--- src/rtl/clk_div_prog_if.sv ---
// Control and status bundle of the programmable clock divider.
// The master side drives enable and configuration, the slave side is the divider.
interface clk_div_prog_if #(
    parameter int CNT_W = 8
);
    logic             en;
    logic             div_load;
    logic [CNT_W-1:0] div_val;
    logic [CNT_W-1:0] pulse_val;
    logic [CNT_W-1:0] counter;
    logic             clk_div;
    logic             div_tick;
    logic             imp;
    logic             div_busy;
    logic             cfg_err;

    modport master (
        output en, div_load, div_val, pulse_val,
        input  counter, clk_div, div_tick, imp, div_busy, cfg_err
    );

    modport slave (
        input  en, div_load, div_val, pulse_val,
        output counter, clk_div, div_tick, imp, div_busy, cfg_err
    );
endinterface

--- src/rtl/clk_div_prog.sv ---
// Programmable clock divider with a periodic pulse generator.
// A new configuration is staged as pending and only becomes active on a
// divide-counter wrap, so clk_div never produces a shortened (runt) phase.
module clk_div_prog #(
    parameter int CNT_W     = 8,
    parameter int RST_DIV   = 6,
    parameter int RST_PULSE = 5
) (
    input  logic          clk,
    input  logic          reset,
    clk_div_prog_if.slave bus
);
    localparam logic [CNT_W-1:0] ZERO        = '0;
    localparam logic [CNT_W-1:0] ONE         = CNT_W'(1);
    localparam logic [CNT_W-1:0] TWO         = CNT_W'(2);
    localparam logic [CNT_W-1:0] RST_DIV_V   = CNT_W'(RST_DIV);
    localparam logic [CNT_W-1:0] RST_PULSE_V = CNT_W'(RST_PULSE);

    logic [CNT_W-1:0] counter_q;
    logic [CNT_W-1:0] counter2_q;
    logic [CNT_W-1:0] div_cur;
    logic [CNT_W-1:0] pulse_cur;
    logic [CNT_W-1:0] div_nxt;
    logic [CNT_W-1:0] pulse_nxt;
    logic             busy_q;
    logic             err_q;

    logic [CNT_W-1:0] div_last;
    logic [CNT_W-1:0] pulse_last;
    logic             div_wrap;
    logic             pulse_wrap;
    logic             tick;
    logic             apply;
    logic             load_take;
    logic             load_ok;

    // Active ratios are always >= 1, so the "last count" values never underflow.
    assign div_last   = div_cur - ONE;
    assign pulse_last = pulse_cur - ONE;
    assign div_wrap   = (counter_q == div_last);
    assign pulse_wrap = (counter2_q == pulse_last);
    assign tick       = bus.en & div_wrap;
    assign apply      = busy_q & tick;
    assign load_take  = bus.div_load & ~busy_q;
    assign load_ok    = (bus.div_val >= TWO) && (bus.pulse_val != ZERO);

    // Divide and pulse counters: restart together when a pending config is applied.
    // NOTE: sequential state uses non-blocking assignments so every register
    // samples pre-edge values, independent of statement order.
    always_ff @(posedge clk or negedge reset) begin
        if (!reset) begin
            counter_q  <= ZERO;
            counter2_q <= ZERO;
        end else if (apply) begin
            counter_q  <= ZERO;
            counter2_q <= ZERO;
        end else if (bus.en) begin
            counter_q  <= div_wrap   ? ZERO : counter_q + ONE;
            counter2_q <= pulse_wrap ? ZERO : counter2_q + ONE;
        end
    end

    // Active configuration: swapped in only at a divide-counter wrap.
    always_ff @(posedge clk or negedge reset) begin
        if (!reset) begin
            div_cur   <= RST_DIV_V;
            pulse_cur <= RST_PULSE_V;
        end else if (apply) begin
            div_cur   <= div_nxt;
            pulse_cur <= pulse_nxt;
        end
    end

    // Pending configuration, busy and sticky error; loads are ignored while busy.
    always_ff @(posedge clk or negedge reset) begin
        if (!reset) begin
            div_nxt   <= RST_DIV_V;
            pulse_nxt <= RST_PULSE_V;
            busy_q    <= 1'b0;
            err_q     <= 1'b0;
        end else if (apply) begin
            busy_q <= 1'b0;
        end else if (load_take && load_ok) begin
            div_nxt   <= bus.div_val;
            pulse_nxt <= bus.pulse_val;
            busy_q    <= 1'b1;
            err_q     <= 1'b0;
        end else if (load_take) begin
            err_q <= 1'b1;
        end
    end

    assign bus.counter  = counter_q;
    assign bus.clk_div  = (counter_q >= (div_cur >> 1));
    assign bus.div_tick = tick;
    assign bus.imp      = bus.en & pulse_wrap;
    assign bus.div_busy = busy_q;
    assign bus.cfg_err  = err_q;
endmodule

--- src/flat_wrapper.sv ---
// flat-port wrapper written by rule: the top's interface ports become plain ports
module clk_div_prog_flat 
#(
    parameter int CNT_W     = 8,
    parameter int RST_DIV   = 6,
    parameter int RST_PULSE = 5
)
  (clk, reset, bus_en, bus_div_load, bus_div_val, bus_pulse_val, bus_counter, bus_clk_div, bus_div_tick, bus_imp, bus_div_busy, bus_cfg_err);
  clk_div_prog_if #(.CNT_W(CNT_W)) bus_i ();
  input  logic clk;
  input  logic reset;
  input wire logic [$bits(bus_i.en)-1:0] bus_en;
  input wire logic [$bits(bus_i.div_load)-1:0] bus_div_load;
  input wire logic [$bits(bus_i.div_val)-1:0] bus_div_val;
  input wire logic [$bits(bus_i.pulse_val)-1:0] bus_pulse_val;
  output wire logic [$bits(bus_i.counter)-1:0] bus_counter;
  output wire logic [$bits(bus_i.clk_div)-1:0] bus_clk_div;
  output wire logic [$bits(bus_i.div_tick)-1:0] bus_div_tick;
  output wire logic [$bits(bus_i.imp)-1:0] bus_imp;
  output wire logic [$bits(bus_i.div_busy)-1:0] bus_div_busy;
  output wire logic [$bits(bus_i.cfg_err)-1:0] bus_cfg_err;
  assign bus_i.en = bus_en;
  assign bus_i.div_load = bus_div_load;
  assign bus_i.div_val = bus_div_val;
  assign bus_i.pulse_val = bus_pulse_val;
  assign bus_counter = bus_i.counter;
  assign bus_clk_div = bus_i.clk_div;
  assign bus_div_tick = bus_i.div_tick;
  assign bus_imp = bus_i.imp;
  assign bus_div_busy = bus_i.div_busy;
  assign bus_cfg_err = bus_i.cfg_err;
  clk_div_prog #(.CNT_W(CNT_W), .RST_DIV(RST_DIV), .RST_PULSE(RST_PULSE)) u_core (.clk(clk), .reset(reset), .bus(bus_i));
endmodule
--- config.mk ---
export PLATFORM = sky130hd
export DESIGN_NAME = clk_div_prog_flat
export DESIGN_NICKNAME = d
export VERILOG_FILES = /design/src/rtl/clk_div_prog_if.sv /design/src/rtl/clk_div_prog.sv /design/src/flat_wrapper.sv
export SDC_FILE = /design/constraint.sdc
export NUM_CORES = 1
export LEC_CHECK = 0
export ABC_AREA = 1
export CAP_MARGIN = 40
export CORE_MARGIN = 3
export CORE_UTILIZATION = 55
export CTS_BUF_LIST = sky130_fd_sc_hd__clkbuf_4 sky130_fd_sc_hd__clkbuf_8
export CTS_CLUSTER_SIZE = 8
export DETAILED_ROUTE_END_ITERATION = 16
export DONT_BUFFER_PORTS = 1
export GPL_ROUTABILITY_DRIVEN = 1
export GPL_TIMING_DRIVEN = 1
export PLACE_DENSITY = 0.77
export SLEW_MARGIN = 5
export SYNTH_ARGS = -nofsm -noshare
export SYNTH_HDL_FRONTEND = slang
export SYNTH_SLANG_ARGS = --single-unit
--- constraint.sdc ---
create_clock -name clk -period 2.55 [get_ports clk]
set_input_delay 0.6375 -clock clk [delete_from_list [all_inputs] [get_ports clk]]
set_output_delay 0.6375 -clock clk [all_outputs]
set_load 0.005 [all_outputs]
After elaboration in Yosys (flattened, before gate mapping). Cells that the tools add are included.

Register bits: 50. Input bits: 20. Output and inout bits: 13. Logic and storage cells: 40.

Add/sub/neg operators: 4. Order comparisons: 2. Eq/ne operators: 2. Mux-type cells: 10. Bitwise logic cells: 6. Reduce and logical (&&, ||, !) cells: 8.

Operator list (number): $mux W8 (6); $add A8 B1 Y8 const B (2); $eq A8 B8 Y1 (2); $sub A8 B1 Y8 const B (2); $ge A8 B2 Y1 const B (1); $ge A8 B7 Y1 (1); $reduce_bool A8 Y1 (1); $reduce_bool A2 Y1 (3); $and A1 B1 Y1 (4); $mux W1 (4); $reduce_and A2 Y1 (2); $logic_and A1 B1 Y1 (2); $not A1 Y1 (2).

Depth between registers and ports, before layout.
Depth in word-level cells: 6. Depth in mapped cells: 14. Depth with buffers taken out: 13.

Worst setup path before layout. Ideal clock, no wire load.

Kind: reg-to-output. From: register u_core.div_cur[1]. To: output bus_div_tick. Arrival time: 1621 ps. Required time: 1913 ps. Path slack: 292 ps. Cell stages (with the launch flop): 12. Path buffers: 0. Cells stage by stage: dfstp_2 -> inv_1 -> ha_1 -> inv_1 -> nand2_1 -> nand2_1 -> nand3_1 -> nor2_2 -> nand3_2 -> nor2_4 -> nand2_1 -> inv_1.

Longest elaborated chain between the ends: 3.

RTL lines: start: declaration (line clk_div_prog.sv:21) `logic [CNT_W-1:0] div_cur;`; start signal: assignment (line clk_div_prog.sv:69) `div_cur <= div_nxt;`; $sub A8 B1 Y8 (line clk_div_prog.sv:38) `assign div_last = div_cur - ONE;`; $eq A8 B8 Y1 (line clk_div_prog.sv:40) `assign div_wrap = (counter_q == div_last);`; $and A1 B1 Y1 (line clk_div_prog.sv:42) `assign tick = bus.en & div_wrap;`; end: declaration (line flat_wrapper.sv:18) `output wire logic [$bits(bus_i.div_tick)-1:0] bus_div_tick;`.

No other way between the ends.

Worst setup path in the final report.
From: register u_core.pulse_cur[0]. To: output bus_imp.

Longest elaborated chain between the ends: 3.

RTL lines: start: declaration (line clk_div_prog.sv:22) `logic [CNT_W-1:0] pulse_cur;`; start signal: assignment (line clk_div_prog.sv:70) `pulse_cur <= pulse_nxt;`; $sub A8 B1 Y8 (line clk_div_prog.sv:39) `assign pulse_last = pulse_cur - ONE;`; $eq A8 B8 Y1 (line clk_div_prog.sv:41) `assign pulse_wrap = (counter2_q == pulse_last);`; $and A1 B1 Y1 (line clk_div_prog.sv:96) `assign bus.imp = bus.en & pulse_wrap;`; end: declaration (line flat_wrapper.sv:19) `output wire logic [$bits(bus_i.imp)-1:0] bus_imp;`.

No other way between the ends.

==> results.txt <==
The net switching fraction of the power was 0.3995. Once placement completed, the tool counted placed cells totaling 439. On the worst path, the slowest cell contributes a delay of 550 ps. The share of total power in the clock network was 0.181; the total length of routed wires was 5.679 mm. The total of endpoints with negative setup slack in the final report was 0; the total power draw was 2.812 mW. Once placement finished, the instance area stood at 0.003038 mm^2. Starting utilization of the core area: 0.5767. The die width came out at 79.65 um. The number of design-rule violations left by the first detailed-router iteration is 110, and the antenna cell count is 0. At the end of routability-driven placement, the weighted congestion stood at 0.8553.

For the number of antenna violations at the first check in global routing, the log shows 0. The region available for standard cell placement spans 0.005172 mm^2. Count of filler cells inserted in the layout: 449.

The number of different library cells in the post-synthesis netlist is 31, and the register area is 0.001261 mm^2. The count of final hold-check violations is 0. The number of global-route vias before repair came out at 2055. The reported max-cap violation count was 0. The kind of end point of the critical path is a primary output. After routing the design area is 0.003244 mm^2. The synthesized area per cell is 7.954 um^2, and the total area of multi-input combinational cells is 0.001484 mm^2. The top cell types in the final layout, fill and taps aside, are 95 x sky130_fd_sc_hd__nand2_1, 47 x sky130_fd_sc_hd__inv_1, 42 x sky130_fd_sc_hd__dfrtp_1.

The number of remaining DRC errors came out at 0. The I/O pin count was 33; the net switching power was 1.123 mW. The total global-route track usage was 0.1932; the H-tree depth was 2. The number of cell rows was 26; the count of final max-slew check failures was 0. In this run the worst setup path begins at u_core.pulse_cur[0]. The logs give 0.4364 for the worst slew margin relative to its limit and 9.597 mm for the first-pass GRT wire length.

The actual transition at the worst max-transition pin is 842.7 ps, and the part of the cycle the worst path needs is 0.9505. On the final layout, the worst clock skew is 8.968 ps. The path category of the worst min-delay check was in -> async.

Summed over all layers, the global routing overflow is 0. The run gives 454 as the final cell count without fillers. For this run, the detailed router's first-pass iteration total came to 4. For the worst setup path, the data arrival time is 1790 ps. In the final routed layout, each cell accounts on average for 12.51 um. The largest net degree at the start of global routing is 34. The tools report the reg-to-reg critical path startpoint as u_core.div_cur[1].

The cell area that synthesis handed to floorplanning was 0.002983 mm^2. The fraction of final layout cells with drive strength greater than 1 is 0.1901, and the leakage power of the design is 1.639 nW. The run gives 0 as the count of synthesis-stage warnings from yosys. The signal on the critical path passes through inv_2 > ha_2 > xor2_1 > o21ai_0 > nor2_1 > nand2_1 > nor2_2. The die covers 0.006343 mm^2. The vertical die dimension works out to 79.65 um.

The clock network latency to the later pin of the worst-skew pair is 310 ps, and the net count of the mapped netlist is 406. No sink is reached through more buffers than the 2 on the longest clock path. After routing, the total negative slack on setup checks comes to 0 ps. The flow ran to the end, and the final reports show no timing, DRC or antenna violations. In this run the remaining antenna-violating nets after routing total 0. The sequential share of the synthesized area is 0.4228.

After synthesis the netlist holds a flip-flop and latch count of 50. Counting the buffers created by CTS gives 5. The peak clock frequency supported by timing is 412.6 MHz, and the layout overhead on the synthesized area is 8.767%. Across all layers, the routed design uses 2241 vias.

The tree is rooted in a sky130_fd_sc_hd__clkbuf_8. The logs give 0.460 for the sequential share of power and 121.0 ps for the worst hold margin. The logs give 375 for the number of cells produced by synthesis and 1.689 mW for the internal portion of total power.

The count of port buffers added during placement came out at 0. The run gives 0.359 as the relative contribution of combinational cells to total power. TritonCTS built the clock tree.

Detailed placement ended at an HPWL of 3.917 mm. The run gives 414 as the net count reported at finish. The critical path in this run is classified as reg -> out. The clock edge transition at the registers on the reported setup and hold paths was 110 ps; the total power density per cell area was 866.6 mW/mm^2. The vias per cell came out at 4.936. STA puts the critical path data required time at 1910 ps. The tools report the peak supply drop as 459.7 uV. STA classifies the critical path startpoint as a flop. Cell at the slowest stage of the critical path: sky130_fd_sc_hd__dfstp_2.

The clock period could shrink to 2424 ps. Counting every sink on the clock net gives 50. In this run the worst path has a maximum fanout of 6. Leaving out fill and tap cells, the most frequent cell in the layout is sky130_fd_sc_hd__nand2_1.
metrics by stage:
stage,setup WS [ps],utilization
after floorplan,291.7,-
after global placement,308.6,0.5873
after detailed placement,270.5,0.5873
after CTS,9.183,0.6176
after global routing,-2.672,0.6272
final,126.1,0.6272
final cells by class:
class,instances,share of cell area
Clock buffer,5,0.02121
Clock inverter,3,0.008484
Inverter,56,0.06479
Multi-Input combinational cell,260,0.4574
Sequential cell,50,0.3887
Tap cell,70,0.02700
Timing Repair Buffer,10,0.03239
synth_stat cells:
| master | n | area share |
|---|---|---|
| sky130_fd_sc_hd__o21ai_2 | 16 | 0.047 |
| sky130_fd_sc_hd__nand2_1 | 98 | 0.12 |
| sky130_fd_sc_hd__xnor2_1 | 10 | 0.029 |
| sky130_fd_sc_hd__a21o_1 | 1 | 0.0025 |
| sky130_fd_sc_hd__a21oi_1 | 5 | 0.0084 |
| sky130_fd_sc_hd__nor3b_1 | 2 | 0.0050 |
| sky130_fd_sc_hd__dfstp_2 | 8 | 0.070 |
| sky130_fd_sc_hd__xor2_1 | 13 | 0.038 |
| sky130_fd_sc_hd__nor2_1 | 26 | 0.033 |
| sky130_fd_sc_hd__nor2_4 | 1 | 0.0038 |
| sky130_fd_sc_hd__inv_2 | 5 | 0.0063 |
| sky130_fd_sc_hd__nand3_1 | 26 | 0.044 |
| sky130_fd_sc_hd__o21ai_1 | 2 | 0.0034 |
| sky130_fd_sc_hd__clkbuf_1 | 4 | 0.0050 |
| sky130_fd_sc_hd__nand3_2 | 2 | 0.0067 |
| sky130_fd_sc_hd__buf_6 | 4 | 0.015 |
| sky130_fd_sc_hd__buf_4 | 1 | 0.0025 |
| sky130_fd_sc_hd__and3_1 | 1 | 0.0021 |
| sky130_fd_sc_hd__a211oi_1 | 1 | 0.0025 |
| sky130_fd_sc_hd__inv_1 | 51 | 0.064 |
| sky130_fd_sc_hd__nand4_1 | 3 | 0.0063 |
| sky130_fd_sc_hd__nor4_1 | 3 | 0.0063 |
| sky130_fd_sc_hd__nand2_2 | 7 | 0.015 |
| sky130_fd_sc_hd__nor3_1 | 4 | 0.0067 |
| sky130_fd_sc_hd__dfrtp_1 | 42 | 0.35 |
| sky130_fd_sc_hd__or2_2 | 1 | 0.0021 |
| sky130_fd_sc_hd__nand3_4 | 1 | 0.0059 |
| sky130_fd_sc_hd__o21ai_0 | 20 | 0.034 |
| sky130_fd_sc_hd__ha_1 | 11 | 0.046 |
| sky130_fd_sc_hd__nor2_2 | 3 | 0.0063 |
| sky130_fd_sc_hd__nand3b_1 | 3 | 0.0075 |
per-layer routing:
layer	part of all wire	GRT usage	up-vias	routed length, um
li1	-	-	1197	-
met1	0.53	0.2857	997	3025
met2	0.42	0.2838	42	2364
met3	0.042	0.04402	5	237
met4	0.0090	0.05326	0	51
met5	0	0	-	0
power by group through the flow:
| stage | clock, mW | combinational [mW] | sequential (mW) |
|---|---|---|---|
| after global placement | 0 | 0.938 | 1.30 |
| after detailed placement | 0 | 0.967 | 1.31 |
| after CTS | 0.517 | 0.993 | 1.29 |
| after global routing | 0.554 | 1.19 | 1.33 |
| after floorplan | 0 | 0.829 | 1.24 |
| final | 0.510 | 1.01 | 1.29 |
worst paths after layout:
| check | cells after the start | slack, ps | to |
|---|---|---|---|
| max in group asynchronous | 1 | 1160 | u_core.div_cur[7] |
| worst min register to register | 2 | 500 | u_core.pulse_cur[0] |
| min in group clk | 1 | 430 | u_core.bus.counter[1] |
| worst min-delay path | 1 | 120 | u_core.bus.counter[1] |
| worst max-delay path | 7 | 130 | bus_imp |
| worst max register to register | 14 | 430 | u_core.counter2_q[7] |
sequential cells by signal, indices dropped and copies added (netlist names):
| signal | flops |
|---|---|
| u_core.pulse_nxt | 8 |
| u_core.counter2_q | 8 |
| u_core.div_cur | 8 |
| u_core.bus.cfg_err | 1 |
| u_core.pulse_cur | 8 |
| u_core.div_nxt | 8 |
| u_core.bus.div_busy | 1 |
| u_core.bus.counter | 8 |
critical path, delay by kind of cell (launching register included):
kind | cells | cell delay, ps
flip-flops | 1 | 550
AND/OR/NAND/NOR | 3 | 310
XOR/XNOR | 1 | 130
adder cells (fa/ha/maj) | 1 | 320
AO/OA/AOI/OAI | 1 | 110
buffers and inverters | 1 | 60
what timing repair did:
action	in CTS	in global routing
hold endpoints to repair	22	18
gates resized for setup	6	8
pin swaps	3	10
endpoints found under the setup margin	2	2
hold buffers	2	1
setup buffers	2	2
kinds of logic after synthesis:
group	share of synthesized area
XOR/XNOR	0.06753
buffers and inverters	0.09312
flip-flops	0.4228
adder cells (fa/ha/maj)	0.04614
AO/OA/AOI/OAI	0.09732
AND/OR/NAND/NOR	0.2731
(Power assumes the default switching activity.)
